--- src/rtl/systolic_tile_scheduler_pkg.sv ---
// Shared types and phase-length helpers for the systolic tile scheduler.
package systolic_sched_pkg;

  typedef enum logic [1:0] {
    IDLE   = 2'd0,
    LOAD   = 2'd1,
    STREAM = 2'd2,
    DRAIN  = 2'd3
  } phase_e;

  function automatic int tile_w(input int max_tiles);
    return $clog2(max_tiles + 1);
  endfunction

  function automatic int load_len(input int y);
    return y;
  endfunction

  function automatic int stream_len(input int x, input int y);
    return x + y - 1;
  endfunction

  function automatic int drain_len(input int y);
    return y;
  endfunction

  function automatic int tile_len(input int x, input int y);
    return load_len(y) + stream_len(x, y) + drain_len(y);
  endfunction

endpackage

--- src/rtl/systolic_tile_scheduler_skew_mask_gen.sv ---
// Wavefront column-enable mask for the skewed STREAM phase; pure compare logic
// so the operand skew buffers can share the same decode.
module skew_mask_gen #(
  parameter int X  = 4,
  parameter int Y  = 3,
  parameter int CW = 3
) (
  input  logic [CW-1:0] c,
  input  logic          en,
  output logic [Y-1:0]  col_en
);

  always_comb begin
    col_en = '0;
    for (int j = 0; j < Y; j++) begin
      col_en[j] = en && (int'(c) >= j) && (int'(c) < j + X);
    end
  end

endmodule

--- src/rtl/systolic_tile_scheduler.sv ---
// Job-level controller stepping the systolic array through LOAD/STREAM/DRAIN
// for every output tile of an m x n job, n-inner order.
//
// state  | meaning
// IDLE   | waiting for a job descriptor (or reporting a zero-tile job)
// LOAD   | weight load, Y cycles
// STREAM | skewed operand injection, X+Y-1 cycles
// DRAIN  | accumulator drain, Y cycles; last beat closes the tile
module systolic_tile_scheduler
  import systolic_sched_pkg::*;
#(
  parameter int X         = 4,
  parameter int Y         = 3,
  parameter int MAX_TILES = 16,
  parameter int TW        = tile_w(MAX_TILES)
) (
  input  logic          clk,
  input  logic          rst_n,
  input  logic          cfg_valid,
  output logic          cfg_ready,
  input  logic [TW-1:0] cfg_m_tiles,
  input  logic [TW-1:0] cfg_n_tiles,
  input  logic          stall,
  input  logic          abort,
  output logic [1:0]    phase,
  output logic          w_load,
  output logic [Y-1:0]  col_en,
  output logic          acc_drain,
  output logic [TW-1:0] tile_m,
  output logic [TW-1:0] tile_n,
  output logic          tile_done,
  output logic          job_done,
  output logic          busy
);

  localparam int LOAD_LEN   = load_len(Y);
  localparam int STREAM_LEN = stream_len(X, Y);
  localparam int DRAIN_LEN  = drain_len(Y);
  localparam int CW         = $clog2(STREAM_LEN);

  localparam logic [CW-1:0] C_LOAD_END   = CW'(LOAD_LEN - 1);
  localparam logic [CW-1:0] C_STREAM_END = CW'(STREAM_LEN - 1);
  localparam logic [CW-1:0] C_DRAIN_END  = CW'(DRAIN_LEN - 1);

  phase_e        state;
  logic [CW-1:0] c;
  logic [TW-1:0] m_tiles;
  logic [TW-1:0] n_tiles;
  logic          zero_pend;
  logic          last_col;
  logic          last_tile;
  logic          last_beat;

  assign last_col  = (tile_n == n_tiles - TW'(1));
  assign last_tile = last_col && (tile_m == m_tiles - TW'(1));
  assign last_beat = (state == DRAIN) && (c == C_DRAIN_END) && !stall && !abort;

  always_ff @(posedge clk or negedge rst_n) begin
    if (!rst_n) begin
      state     <= IDLE;
      c         <= '0;
      tile_m    <= '0;
      tile_n    <= '0;
      m_tiles   <= '0;
      n_tiles   <= '0;
      zero_pend <= 1'b0;
    end else if (abort) begin
      state     <= IDLE;
      c         <= '0;
      tile_m    <= '0;
      tile_n    <= '0;
      zero_pend <= 1'b0;
    end else if (state == IDLE) begin
      // A zero-tile job only owes its job_done pulse; hold it through a stall.
      if (zero_pend) begin
        if (!stall) zero_pend <= 1'b0;
      end else if (cfg_valid) begin
        m_tiles <= cfg_m_tiles;
        n_tiles <= cfg_n_tiles;
        if (cfg_m_tiles == '0 || cfg_n_tiles == '0) begin
          zero_pend <= 1'b1;
        end else begin
          state  <= LOAD;
          c      <= '0;
          tile_m <= '0;
          tile_n <= '0;
        end
      end
    end else if (!stall) begin
      case (state)
        LOAD: begin
          if (c == C_LOAD_END) begin
            state <= STREAM;
            c     <= '0;
          end else begin
            c <= c + CW'(1);
          end
        end
        STREAM: begin
          if (c == C_STREAM_END) begin
            state <= DRAIN;
            c     <= '0;
          end else begin
            c <= c + CW'(1);
          end
        end
        DRAIN: begin
          if (c == C_DRAIN_END) begin
            c <= '0;
            if (last_tile) begin
              state  <= IDLE;
              tile_m <= '0;
              tile_n <= '0;
            end else begin
              state <= LOAD;
              if (last_col) begin
                tile_n <= '0;
                tile_m <= tile_m + TW'(1);
              end else begin
                tile_n <= tile_n + TW'(1);
              end
            end
          end else begin
            c <= c + CW'(1);
          end
        end
        default: state <= IDLE;
      endcase
    end
  end

  skew_mask_gen #(.X(X), .Y(Y), .CW(CW)) u_skew (
    .c      (c),
    .en     ((state == STREAM) && !stall),
    .col_en (col_en)
  );

  assign phase     = state;
  assign cfg_ready = (state == IDLE) && !zero_pend;
  assign busy      = (state != IDLE) || zero_pend;
  assign w_load    = (state == LOAD) && !stall;
  assign acc_drain = (state == DRAIN) && !stall;
  assign tile_done = last_beat;
  assign job_done  = (last_beat && last_tile) || (zero_pend && !stall && !abort);

endmodule

--- config.mk ---
export PLATFORM = sky130hd
export DESIGN_NAME = systolic_tile_scheduler
export DESIGN_NICKNAME = d
export VERILOG_FILES = /design/src/rtl/systolic_tile_scheduler_pkg.sv /design/src/rtl/systolic_tile_scheduler_skew_mask_gen.sv /design/src/rtl/systolic_tile_scheduler.sv
export SDC_FILE = /design/constraint.sdc
export NUM_CORES = 1
export LEC_CHECK = 0
export BUFFER_PORTS_ARGS = -buffer_cell sky130_fd_sc_hd__buf_2
export CORE_AREA = 4 4 68 70
export CTS_CLUSTER_DIAMETER = 120
export DETAILED_ROUTE_END_ITERATION = 12
export DIE_AREA = 0 0 72 74
export PLACE_DENSITY_LB_ADDON = 0.08
export SLEW_MARGIN = 20
export SYNTH_ARGS = -nofsm -noshare
export SYNTH_HDL_FRONTEND = slang
export SYNTH_SLANG_ARGS = --single-unit
export TNS_END_PERCENT = 100
--- constraint.sdc ---
create_clock -name clk -period 4.65 [get_ports clk]
set_input_delay 0 -clock clk [delete_from_list [all_inputs] [get_ports clk]]
set_output_delay 0 -clock clk [all_outputs]
set_load 0.02 [all_outputs]
* Word-level counts from Yosys, hierarchy flattened
Index checks and enable logic that the tools add are counted.
Word-level totals: output and inout bits 21, register bits after elaboration 26, bits of input ports 15, logic and storage cells 113
Operators by class: add/subtract/negate cells 5, eq/ne operators 14, reduce and logical (&&, ||, !) cells 37, mux-type cells 43, order comparisons 5, bitwise logic cells 2
Operators with widths (number):
- two-way mux 5 bit | 17
- two-way mux 3 bit | 8
- two-way mux 2 bit | 9
- logical AND 1 bit | 16
- AND reduction 7 bit | 2
- adder 5 x 1 -> 5 bit, second input constant | 2
- == test 5 bit | 2
- logical NOT 5 bit | 2
- subtractor 5 x 1 -> 5 bit, second input constant | 2
- less-than comparator 3 bit, second input constant | 3
- != test 3 bit, second input constant | 3
- != test 4 bit, second input constant | 2
- nonzero test 4 bit | 2
- two-way mux 1 bit | 7
- one-hot mux 2 bit (3 select lines) | 1
- one-hot mux 3 bit (2 select lines) | 1
- AND reduction 6 bit | 1
- nonzero test 3 bit | 2
- AND reduction 5 bit | 1
- == test 2 bit, second input constant | 2
- != test 4 x 2 -> 1 bit, second input constant | 1
- AND reduction 4 bit | 1
- nonzero test 2 bit | 2
- adder 3 x 1 -> 3 bit, second input constant | 1
- other kinds (11) | 16

* Depth between registers and ports, before layout
depth after elaboration 9, mapped depth 10, gate-level depth less buffers 8

* Hierarchy
Synthesis repeated with hierarchy kept, for this count alone.
Second synthesis, totals: cell total of the unflattened synthesis 178, area, all modules 1706.6 µm²
By module, submodules not included:
- systolic_tile_scheduler | cells an instance 172, seq. area each 650.6 µm², times used 1, area each 1665.3 µm²
- skew_mask_gen | cells an instance 6, seq. area each 0.0 µm², times used 1, area each 41.3 µm²

* Worst setup path before layout
OpenSTA, ideal clock, no wires.
path type register to register, from reg state[0] (netlist: phase[0]), to reg m_tiles[4], path slack 2.483 ns, arrival time 2.042 ns, library setup time 0.125 ns, period minus slack after synthesis 2.167 ns, stages on the path, launching flop included 10, data required time 4.525 ns, path buffers 3, path through dfrtp_1 > inv_1 > ha_1 > buf_4 > inv_1 > nor2_1 > and3_1 > clkbuf_1 > clkbuf_1 > mux2_2
On the way: longest elaborated chain between the ends 2
RTL lines:
- start: declaration | RTL line systolic_tile_scheduler.sv:45 | phase_e state;
- start signal: assignment | RTL line systolic_tile_scheduler.sv:60 | state <= IDLE;
- start signal: assignment | RTL line systolic_tile_scheduler.sv:68 | state <= IDLE;
- start signal: assignment | RTL line systolic_tile_scheduler.sv:83 | state <= LOAD;
- logical NOT 2 bit | RTL line systolic_tile_scheduler.sv:73 | end else if (state == IDLE) begin
- AND reduction 4 bit (no line)
- end signal: assignment | RTL line systolic_tile_scheduler.sv:78 | m_tiles <= cfg_m_tiles;
- end: declaration | RTL line systolic_tile_scheduler.sv:47 | logic [TW-1:0] m_tiles;
Every way passes these cells. A chain may end at the register's enable or synchronous reset.

* Worst setup path after layout
from reg n_tiles[0], to reg tile_m[2]
On the way: longest elaborated chain between the ends 9, elaborated cells on any way between the ends 11, those cells by class 1 x add/sub; 1 x eq/ne; 6 x mux; 3 x reduce/logical
RTL lines:
- start: declaration | RTL line systolic_tile_scheduler.sv:48 | logic [TW-1:0] n_tiles;
- start signal: assignment | RTL line systolic_tile_scheduler.sv:79 | n_tiles <= cfg_n_tiles;
- subtractor 5 x 1 -> 5 bit * | RTL line systolic_tile_scheduler.sv:54 | assign last_col = (tile_n == n_tiles - TW'(1));
- == test 5 bit * | RTL line systolic_tile_scheduler.sv:54
- logical AND 1 bit | RTL line systolic_tile_scheduler.sv:55 | assign last_tile = last_col && (tile_m == m_tiles - TW'(1));
- two-way mux 5 bit | RTL line systolic_tile_scheduler.sv:110 | if (last_tile) begin
- two-way mux 5 bit | RTL line systolic_tile_scheduler.sv:108 | if (c == C_DRAIN_END) begin
- two-way mux 5 bit | RTL line systolic_tile_scheduler.sv:90 | case (state)
- two-way mux 5 bit | RTL line systolic_tile_scheduler.sv:89 | end else if (!stall) begin
- two-way mux 5 bit | RTL line systolic_tile_scheduler.sv:73
- two-way mux 5 bit | RTL line systolic_tile_scheduler.sv:67 | end else if (abort) begin
- end signal: assignment | RTL line systolic_tile_scheduler.sv:118 | tile_m <= tile_m + TW'(1);
- end: declaration | RTL line systolic_tile_scheduler.sv:29 | output logic [TW-1:0] tile_m,
Every way passes the cells marked *; elsewhere a longest branch is shown, timed or not. The select of a mux whose other input is x is not followed.

==> results.sh <==
export IMPL_fin_crit_sh_pct=56.1
export IMPL_drv_cap=0
export IMPL_grt_max_degree=27
export IMPL_first_iter_violations=101
export IMPL_wl_per_cell_um=14.2
export IMPL_grt_ovfl_total=0
export IMPL_finalHoldWorstSlack_ns=-0.00475
export IMPL_vdd_drop_max_uv=162
export IMPL_reg2reg_slack_ns=2.04
export IMPL_worstSetupPathType="flop to flop"
export IMPL_synthCells=196
export IMPL_internal_power_mw=0.569
export IMPL_finalSetupViolations=0
export IMPL_whs_endpoint="n_tiles[1]$_DFFE_PN0P_"
export IMPL_path_clk_slew_ns=0.09
export IMPL_fp_dieH_um=74
export IMPL_coreArea_um2=3970
export IMPL_cts_tree="done"
export IMPL_hold_viol_final=1
export IMPL_insertion_delay_ns=0.28
export IMPL_cts_root_buf="clkbuf_8"
export IMPL_seq_area_frac_synth_pct=36.6
export IMPL_fmax_ghz=0.383
export IMPL_clockPowerShare_pct=15.0
export IMPL_via_count=1617
export IMPL_hold_path_class="input port to flop"
export IMPL_fin_ws_ns=2.04
export IMPL_leakage_nw=0.985
export IMPL_maxSlewViolCount=0
export IMPL_post_cts_buffers=0
export IMPL_clock_sinks=26
export IMPL_yosys_area_top_type="dfrtp_1"
export IMPL_ys_types=43
export IMPL_hp_start="cfg_n_tiles[1]"
export IMPL_critical_path_arrival_ns=2.81
export IMPL_fillers=372
export IMPL_stdcell_area_um2=2110
export IMPL_hpwl_mm=3.21
export IMPL_die_w_um=72
export IMPL_synth_area_leaders="dfrtp_1 37%, ha_1 7.0%, o21ai_0 5.6%, mux2_2 4.4%, nand2_1 4.2%"
export IMPL_start_kind="flop"
export IMPL_num_io_pins=36
export IMPL_h_tree_depth=1
export IMPL_p_per_area_nw_per_um2=466
export IMPL_drive_gt1_share_pct=22.3
export IMPL_synth_top_area_share_pct=36.6
export IMPL_synth_nets=221
export IMPL_failed_checks="hold timing"
export IMPL_wl_mm=4.10
export IMPL_synth_edf_count=0
export IMPL_p_seq_share_pct=36.3
export IMPL_synth_flop_cell="dfrtp_1"
export IMPL_critPathCaptureType="flop"
export IMPL_ant_nets=0
export IMPL_worst_pin_slew_ns=0.745
export IMPL_grt_usage_pct=16.3
export IMPL_grt_pass1_vias=1523
export IMPL_antenna_cells=0
export IMPL_status="finished, violations left"
export IMPL_layout_min_cycle_time_ns=2.61
export IMPL_skew_ns=0.00969
export IMPL_worstSetupStartpoint="n_tiles[0]$_DFFE_PN0P_"
export IMPL_path_max_fanout=11
export IMPL_rr_startpoint="n_tiles[0]$_DFFE_PN0P_"
export IMPL_gp_congestion=0.929
export IMPL_comb_power_share_pct=48.7
export IMPL_numPortBuffers=35
export IMPL_clock_path_buffers=2
export IMPL_cts_buffers=3
export IMPL_hold_path_depth=3
export IMPL_nets=264
export IMPL_switching_share_pct=42.2
export IMPL_synthesis_area_um2=1780
export IMPL_placed_cell_area_um2=1950
export IMPL_rr_worst_depth=8
export IMPL_yosys_warnings=0
export IMPL_setup_tns_ns=0
export IMPL_dieArea_um2=5330
export IMPL_dr_pass1_iters=4
export IMPL_yosys_register_bits=26
export IMPL_cp_data_required_time_ns=4.85
export IMPL_area_growth_syn_to_layout_pct=19.0
export IMPL_grt_setup_unrepaired="false"
export IMPL_drc_errors=0
export IMPL_grt_antenna_before_repair=0
export IMPL_r2r_end="tile_m[2]$_DFFE_PN0P_"
export IMPL_dp_slack_ns=1.72
export IMPL_start_util_pct=44.7
export IMPL_rows=23
export IMPL_routed_via_density=5.61
export IMPL_switchingPower_mw=0.415
export IMPL_grt_first_pass_wirelength_mm=6.90
export IMPL_syn_avg_cell_area_um2=9.06
export IMPL_slew_headroom_pct=50.0
export IMPL_async_flop_share_pct=100
==> flip-flops by register name, indices dropped and copies added (netlist names) <==
| name | flops |
|---|---|
| n_tiles | 5 |
| tile_n | 5 |
| zero_pend | 1 |
| c | 3 |
| phase | 2 |
| m_tiles | 5 |
| tile_m | 5 |
==> logic make-up (layout without fill, tap and decap cells) <==
group                    after synthesis  after routing  synth area share [%]
flip-flops                            26             26                  36.6
XOR/XNOR                              11             11                  5.43
AND/OR/NAND/NOR                       69             69                  20.7
AO/OA/AOI/OAI                         53             53                  19.5
multiplexers                           7              7                  4.44
adder cells (fa/ha/maj)               10             10                  7.05
buffers and inverters                 20             62                  6.20
==> power groups by stage <==
stage | clock (mW) | combinational, mW | sequential (mW)
3_3_place_gp | 0 | 0.448 | 0.357
6_report | 0.148 | 0.479 | 0.357
5_1_grt | 0.165 | 0.535 | 0.369
2_1_floorplan | 0 | 0.367 | 0.357
3_5_place_dp | 0 | 0.467 | 0.362
4_1_cts | 0.154 | 0.475 | 0.358
==> synthesized netlist by cell type (3+ instances only) <==
cell        n
a311oi_1    3
nand2b_1    4
dfrtp_1    26
inv_1      13
xor2_1      4
ha_1       10
a2bb2oi_1   3
nor2_1     12
nand2_1    20
xnor2_1     7
nand3_1     4
nor4_1      4
nor2b_1     5
o31ai_1     3
o211ai_1    3
mux2_2      7
o21ai_0    20
nor3_1      6
and3_1      3
a21o_1      3
a21oi_1     4
o21ai_1     3
==> stage by stage <==
| stage | power [mW] | util, % | instances | hold WS (ns) |
|---|---|---|---|---|
| after CTS | 0.987 | 53.1 | 288 | 0.00463 |
| after global placement | 0.804 | 49.1 | 274 | 0.0412 |
| after floorplan | 0.723 | - | 196 | -0.296 |
| final | 0.984 | 53.2 | 288 | -0.00475 |
| after detailed placement | 0.829 | 49.1 | 274 | 0.0447 |
| after global routing | 1.07 | 53.2 | 288 | 0.000980 |
==> final cells by class <==
type | count | area (um^2) | area share (%)
multi-input combinational | 150 | 1020 | 48.3
timing repair buffer | 45 | 275 | 13.0
clock buffer | 4 | 55.1 | 2.61
sequential | 26 | 651 | 30.8
inverter | 13 | 48.8 | 2.31
tap | 50 | 62.6 | 2.96
==> what timing repair did <==
action	CTS	global route
gates resized for setup	0	0
hold buffers	10	0
hold endpoints to repair	35	0
==> worst max-delay path by stage <==
stage                                   endpoint  slack (ns)  depth (start not counted)
final                      tile_m[2]$_DFFE_PN0P_        2.04                          8
after global routing       tile_m[2]$_DFFE_PN0P_        1.79                          8
after CTS                  tile_m[2]$_DFFE_PN0P_        1.70                          8
after detailed placement   tile_m[2]$_DFFE_PN0P_        1.72                          8
after global placement     tile_m[2]$_DFFE_PN0P_        1.87                          7
after floorplan           m_tiles[4]$_DFFE_PN0P_        2.48                          9
==> routing by layer <==
layer | wire length [um] | GRT usage, % | up-vias
li1 | - | - | 786
met1 | 1870 | 21.1 | 781
met2 | 1980 | 27.6 | 45
met3 | 203 | 2.84 | 5
met4 | 48 | 5.85 | 0
met5 | 0 | 0 | -
==> layout by cell type (no fill, tap or decap), types with 3 or more instances in the layout <==
| master | Yosys | layout |
|---|---|---|
| clkbuf_8 | 2 | 4 |
| o31ai_1 | 3 | 3 |
| mux2_2 | 7 | 7 |
| inv_1 | 13 | 13 |
| xor2_1 | 4 | 4 |
| o21ai_1 | 3 | 3 |
| ha_1 | 10 | 10 |
| a2bb2oi_1 | 3 | 3 |
| dlygate4sd3_1 | 0 | 10 |
| and3_1 | 3 | 3 |
| o211ai_1 | 3 | 3 |
| buf_2 | 0 | 35 |
| dfrtp_1 | 26 | 26 |
| a21o_1 | 3 | 3 |
| nor3_1 | 6 | 6 |
| nor2b_1 | 5 | 5 |
| o21ai_0 | 20 | 20 |
| nor4_1 | 4 | 4 |
| nand3_1 | 4 | 4 |
| a21oi_1 | 4 | 4 |
| nor2_1 | 12 | 12 |
| xnor2_1 | 7 | 7 |
| nand2_1 | 20 | 20 |
| nand2b_1 | 4 | 4 |
==> worst max-delay path: stages, from the launching register on <==
cell	delay, ns
dfrtp_1	0.42
inv_1	0.08
ha_1	0.19
nor4bb_1	0.29
o211ai_1	0.14
a311oi_2	0.64
or3b_4	0.49
a2bb2oi_1	0.16
o21ai_1	0.14
(Power assumes the default switching activity.)
